<file path="src/rtl/div_pkg.sv">
// div_pkg: shared constants and state encoding for the iterative divider.
//   WIDTH      operand width (fixed at 32 to match adder_cla)
//   CNT_W      iteration counter width
//   DIV_ITERS  number of CALC iterations
//   DIV_ZERO_Q quotient returned on divide-by-zero
package div_pkg;

   localparam int unsigned WIDTH     = 32;
   localparam int unsigned CNT_W     = 6;
   localparam int unsigned DIV_ITERS = 32;

   localparam logic [WIDTH-1:0] DIV_ZERO_Q = 32'hFFFF_FFFF;

   // State encoding
   localparam logic [1:0] ST_IDLE = 2'd0;
   localparam logic [1:0] ST_CALC = 2'd1;
   localparam logic [1:0] ST_FIX  = 2'd2;

   typedef enum logic [1:0] {
      S_IDLE = ST_IDLE,
      S_CALC = ST_CALC,
      S_FIX  = ST_FIX
   } state_t;

endpackage

</file>
<file path="src/rtl/adder_cla.sv">
// adder_cla: 32-bit adder/subtractor built from generate/propagate terms.
//   a, b   operands
//   cin    carry in (1 with sub=1 gives a - b)
//   sub    1 = add the inverted b
//   s      0 = unsigned, 1 = signed (selects ov meaning)
//   sum    result
//   cout   carry out (for subtract: 1 = no borrow, a >= b)
//   ov     overflow for the selected signedness
module adder_cla
   import div_pkg::*;
(
   input  logic [WIDTH-1:0] a,
   input  logic [WIDTH-1:0] b,
   input  logic             cin,
   input  logic             sub,
   input  logic             s,
   output logic [WIDTH-1:0] sum,
   output logic             cout,
   output logic             ov
);

   logic [WIDTH-1:0] w_b_eff;
   logic [WIDTH-1:0] w_g;
   logic [WIDTH-1:0] w_p;
   logic [WIDTH:0]   w_c;

   assign w_b_eff = sub ? ~b : b;
   assign w_g     = a & w_b_eff;
   assign w_p     = a ^ w_b_eff;

   // Carry chain from generate/propagate terms
   always_comb begin
      w_c    = '0;
      w_c[0] = cin;
      for (int i = 0; i < int'(WIDTH); i++) begin
         w_c[i+1] = w_g[i] | (w_p[i] & w_c[i]);
      end
   end

   assign sum  = w_p ^ w_c[WIDTH-1:0];
   assign cout = w_c[WIDTH];
   // Signed: carry into vs out of MSB differ. Unsigned: carry (add) or borrow (sub).
   assign ov   = s ? (w_c[WIDTH] ^ w_c[WIDTH-1]) : (w_c[WIDTH] ^ sub);

endmodule

</file>
<file path="src/rtl/div_iter.sv">
// div_iter: iterative 32-bit restoring divider (DIV/DIVU) for the execute stage.
//   clk, rst_n       clock, asynchronous active-low reset
//   start            request pulse, sampled only in IDLE
//   s                0 = unsigned, 1 = signed
//   dividend/divisor operands, captured on accepted start
//   busy             high from the cycle after accept until done
//   done             one-cycle pulse, results valid from this cycle
//   quotient         LO result, held until next accepted start
//   remainder        HI result, held until next accepted start
//   div_zero         divisor was zero, held with the results
// Optional build macro DIV_EARLY_OUT_EN: skip CALC when the divisor is zero
// or its magnitude exceeds the dividend magnitude (done at cycle 2).
module div_iter
   import div_pkg::*;
(
   input  logic             clk,
   input  logic             rst_n,
   input  logic             start,
   input  logic             s,
   input  logic [WIDTH-1:0] dividend,
   input  logic [WIDTH-1:0] divisor,
   output logic             busy,
   output logic             done,
   output logic [WIDTH-1:0] quotient,
   output logic [WIDTH-1:0] remainder,
   output logic             div_zero
);

   // Two's-complement negate
   function automatic logic [WIDTH-1:0] neg_f(input logic [WIDTH-1:0] v);
      return ~v + WIDTH'(1);
   endfunction

   // Magnitude of v, treating it as signed only when sgn is set
   function automatic logic [WIDTH-1:0] mag_f(input logic [WIDTH-1:0] v, input logic sgn);
      return (sgn && v[WIDTH-1]) ? neg_f(v) : v;
   endfunction

   state_t           r_state;
   logic [CNT_W-1:0] r_cnt;
   logic [WIDTH-1:0] r_rem;
   logic [WIDTH-1:0] r_quo;
   logic [WIDTH-1:0] r_dsor_mag;
   logic [WIDTH-1:0] r_dividend;
   logic             r_neg_q;
   logic             r_neg_r;
   logic             r_dz;
`ifdef DIV_EARLY_OUT_EN
   logic             r_early;
`endif

   logic [WIDTH-1:0] w_dvd_mag;
   logic [WIDTH-1:0] w_dsor_mag;
   logic [WIDTH-1:0] w_rem_sh;
   logic [WIDTH-1:0] w_sum;
   logic             w_cout;
   logic             w_accept;
   logic             w_ov_unused;

   assign w_dvd_mag  = mag_f(dividend, s);
   assign w_dsor_mag = mag_f(divisor, s);

   // Low 32 bits of the shifted partial remainder; its bit 32 is r_rem[MSB]
   assign w_rem_sh = {r_rem[WIDTH-2:0], r_quo[WIDTH-1]};

   // Trial subtraction: w_rem_sh - divisor magnitude
   adder_cla u_adder (
      .a    (w_rem_sh),
      .b    (r_dsor_mag),
      .cin  (1'b1),
      .sub  (1'b1),
      .s    (1'b0),
      .sum  (w_sum),
      .cout (w_cout),
      .ov   (w_ov_unused)
   );

   // A set shifted-out bit means the 33-bit partial remainder already exceeds the divisor
   assign w_accept = r_rem[WIDTH-1] | w_cout;

   // Control FSM and datapath registers
   always_ff @(posedge clk or negedge rst_n) begin
      if (!rst_n) begin
         r_state    <= S_IDLE;
         r_cnt      <= '0;
         r_rem      <= '0;
         r_quo      <= '0;
         r_dsor_mag <= '0;
         r_dividend <= '0;
         r_neg_q    <= 1'b0;
         r_neg_r    <= 1'b0;
         r_dz       <= 1'b0;
`ifdef DIV_EARLY_OUT_EN
         r_early    <= 1'b0;
`endif
         busy       <= 1'b0;
         done       <= 1'b0;
         quotient   <= '0;
         remainder  <= '0;
         div_zero   <= 1'b0;
      end else begin
         done <= 1'b0;
         case (r_state)
            S_IDLE: begin
               if (start) begin
                  r_dividend <= dividend;
                  r_dsor_mag <= w_dsor_mag;
                  r_rem      <= '0;
                  r_quo      <= w_dvd_mag;
                  r_neg_q    <= s & (dividend[WIDTH-1] ^ divisor[WIDTH-1]);
                  r_neg_r    <= s & dividend[WIDTH-1];
                  r_dz       <= (divisor == '0);
                  r_cnt      <= '0;
                  busy       <= 1'b1;
`ifdef DIV_EARLY_OUT_EN
                  r_early    <= (w_dsor_mag > w_dvd_mag);
                  r_state    <= ((divisor == '0) || (w_dsor_mag > w_dvd_mag)) ? S_FIX : S_CALC;
`else
                  r_state    <= S_CALC;
`endif
               end
            end
            S_CALC: begin
               r_rem <= w_accept ? w_sum : w_rem_sh;
               r_quo <= {r_quo[WIDTH-2:0], w_accept};
               r_cnt <= r_cnt + CNT_W'(1);
               if (r_cnt == CNT_W'(DIV_ITERS - 1)) begin
                  r_state <= S_FIX;
               end
            end
            S_FIX: begin
               busy     <= 1'b0;
               done     <= 1'b1;
               div_zero <= r_dz;
               if (r_dz) begin
                  quotient  <= DIV_ZERO_Q;
                  remainder <= r_dividend;
               end
`ifdef DIV_EARLY_OUT_EN
               else if (r_early) begin
                  quotient  <= '0;
                  remainder <= r_dividend;
               end
`endif
               else begin
                  quotient  <= r_neg_q ? neg_f(r_quo) : r_quo;
                  remainder <= r_neg_r ? neg_f(r_rem) : r_rem;
               end
               r_state <= S_IDLE;
            end
            default: r_state <= S_IDLE;
         endcase
      end
   end

endmodule
</file>
<file path="config.mk">
export PLATFORM = sky130hd
export DESIGN_NAME = div_iter
export DESIGN_NICKNAME = d
export VERILOG_FILES = /design/src/rtl/div_pkg.sv /design/src/rtl/adder_cla.sv /design/src/rtl/div_iter.sv
export SDC_FILE = /design/constraint.sdc
export NUM_CORES = 1
export LEC_CHECK = 0
export ABC_AREA = 1
export ABC_CLOCK_PERIOD_IN_PS = 26900
export BUFFER_PORTS_ARGS = -buffer_cell sky130_fd_sc_hd__buf_2
export CORE_AREA = 2 2 155 173
export DETAILED_ROUTE_END_ITERATION = 8
export DIE_AREA = 0 0 157 175
export PLACE_DENSITY = 0.66
export RECOVER_POWER = 25
export SLEW_MARGIN = 20
export SYNTH_ARGS = -nofsm -noshare
export SYNTH_HDL_FRONTEND = slang
export SYNTH_SLANG_ARGS = --single-unit
</file>
<file path="constraint.sdc">
create_clock -name clk -period 26.9 [get_ports clk]
set_clock_uncertainty 0.15 [all_clocks]
set_input_delay 4.035 -clock clk [delete_from_list [all_inputs] [get_ports clk]]
set_output_delay 4.035 -clock clk [all_outputs]
set_load 0.01 [all_outputs]
</file>
==> qor.csv <==
stage,metric,value,unit
status,outcome,"finished, violations left",
status,violations,"capacitance limit, slew limit",
global_routing,grt_pass1_wl,57900,um
place,dp_slack,12590,ps
global_routing,grt_pass1_vias,11282,
die,fp.dieArea,27500,um2
sta,tightest_slew,3840,ps
global_routing,track_usage,0.263,
sta,fin_ws,12610,ps
critical_path,crit_arrival,14520,ps
sta,period_share,0.531,
sta,fmax,0.0700,GHz
yosys,synth_async_sr_flop_share,1.00,
power,power_leakage,6.70,nW
critical_path,cp_max_fo,33,
clock_network,cts_hold_buf,0,
sta,finalHoldViolations,0,
clock_network,cts_tree,yes,
die,die_width,157,um
sta,min_period,14290,ps
clock_network,clk_pin_slew_worst_paths,60,ps
routing,antenna_left,0,
finish,instances_no_fill,2175,
finish,areaGrowthSynthToFinish,13.2,%
critical_path,critPathTopFamily,adder cells,
place,numPortBuffers,134,
clock_network,postCtsSetupBuffers,0,
routing,drt-total-wl,35000,um
yosys,syn_area,12700,um2
routing,drtIter0Drc,810,
yosys,ys_types,44,
place,placed_cells,2132,
yosys,syn-num-nets,1811,
clock_network,clock-sinks,206,
die,fp-row-count,62,
critical_path,startpoint_type,flop,
clock_network,post_cts_resized,0,
critical_path,path_class,reg2reg,
finish,diodes,0,
critical_path,worstSetupEndpointType,flop,
global_routing,antenna_found_initial,0,
yosys,synth.yosys.warnings,0,
clock_network,cts_root_buf,clkbuf_16,
finish,final_cell_mix,"nand2_1 (384), nor2_1 (209), dfrtp_1 (206)",
finish,fill_cells,2498,
yosys,syn_area_per_cell,7.44,um2
yosys,synthCells,1706,
die,dieHeight,175,um
yosys,yosysSeqAreaShare,0.406,
finish,finalNetCount,1911,
routing,drc,0,
sta,setup_tns,0,ps
die,core,25700,um2
finish,multi_input_area,6440,um2
finish,drive_above_1_share,0.118,
yosys,synth_edf_count,0,
die,start_util,0.494,
worst_hold_path,min_path_type,reg2reg,
global_routing,overflow,0,
clock_network,clk_latency,530,ps
routing,drt-wirelength-per-cell,16.1,um
place,hpwl,25900,um
routing,vias_per_cell,5.38,
power,pwr_density_cell,114,nW/um2
critical_path,critPathSlowestCell,inv_1,
sta,setup_viol,0,
sta,slew_headroom,-1.56,
place,place_congestion,0.946,
clock_network,cts_made_buffers,23,
critical_path,crit_required,27130,ps
routing,firstDrtPassIters,5,
sta,final_max_slew_viol_count,149,
critical_path,critPathMaxStageDelay,790,ps
routing,route.vias.total,11697,
yosys,synth-main-ff-cell,dfrtp_1,
finish,final_common_cell,nand2_1,
finish,regArea,5150,um2
critical_path,crit_top_cell,fa_1,
power,peakVddDrop,0.0498,mV
sta,rsz0062_at_grt,no,
yosys,ys_seq_elements,206,
critical_path,path_buf_inv,7,
die,ios,135,
global_routing,grt_max_degree,135,
clock_network,htreeDepth,1,
clock_network,ctsLongestPathBuffers,3,
flow_run,maxCapViolCount,3,
==> metal layers <==
| metal | track usage | vias up | part of all wire |
|---|---|---|---|
| li1 | - | 5802 | - |
| met1 | 0.337 | 5460 | 0.42 |
| met2 | 0.449 | 348 | 0.49 |
| met3 | 0.0330 | 87 | 0.051 |
| met4 | 0.108 | 0 | 0.040 |
| met5 | 0 | - | 0 |
==> report_power, final <==
group          total, mW  switching (mW)  internal (mW)
logic              0.735           0.441          0.294
clock network      0.332           0.131          0.201
registers          0.572           0.122          0.450
total               1.64           0.695          0.945
==> flip-flops by register name (all words and copies together), names as in the netlist <==
signal	count
r_rem	32
r_neg_q	1
r_state	2
busy	1
r_dz	1
remainder	32
r_quo	32
r_dsor_mag	32
quotient	32
done	1
r_cnt	6
r_neg_r	1
r_dividend	32
div_zero	1
==> area by class of cell <==
| type | instances | area share |
|---|---|---|
| clock buffer | 33 | 0.0462 |
| sequential | 206 | 0.359 |
| timing repair buffer | 145 | 0.0532 |
| clock inverter | 9 | 0.00940 |
| tap | 352 | 0.0307 |
| inverter | 204 | 0.0533 |
| multi-input combinational | 1226 | 0.449 |
==> synthesized netlist by cell type, types with 11 or more instances <==
library cell	instances	share of area
a21oi_1	26	0.010
a22oi_1	31	0.018
a31oi_1	12	0.0059
buf_2	29	0.011
clkbuf_1	33	0.0098
dfrtp_1	206	0.41
fa_1	31	0.049
inv_1	195	0.058
nand2_1	384	0.11
nand3_1	184	0.073
nand3b_1	11	0.0065
nand4_1	26	0.013
nor2_1	208	0.062
nor3_1	13	0.0051
o211ai_1	16	0.0095
o21ai_0	142	0.056
o22ai_1	33	0.016
xor2_1	33	0.023
==> tightest hold or removal path, delay by kind of cell, from the launching register on <==
kind / cells / cell delay [ps]
DFF: 1 / 350
and+or+nand+nor: 2 / 100
==> path summary, 6_finish.rpt <==
kind	end	cells after the start	startpoint	slack, ps
setup / recovery	r_rem[0]	43	r_quo[31]	12610
hold / removal	r_dsor_mag[23]	2	r_dsor_mag[23]	330
setup reg to reg	r_rem[0]	43	r_quo[31]	12610
hold reg to reg	r_dsor_mag[23]	2	r_dsor_mag[23]	330
max in group asynchronous	r_dsor_mag[19]	2	rst_n	19420
min in group asynchronous	quotient[4]	1	rst_n	4690
==> per-stage QoR <==
step	instance area (um2)	hold slack, ps	util	total power [mW]
finish	14400	330	0.560	1.64
global route	14400	348	0.560	1.80
CTS	14400	331	0.559	1.65
global placement	13600	305	0.528	1.29
floorplan	12700	299	-	1.10
detailed placement	13600	315	0.528	1.31
==> cell families after synthesis <==
kind of cell / Yosys count / share of synthesized area
simple gates: 863 / 0.295
buf+inv: 274 / 0.0860
xor+xnor: 36 / 0.0248
fa+ha+maj: 37 / 0.0548
flops: 206 / 0.406
compound gates: 290 / 0.133
Power figures use the tool's default switching activity.
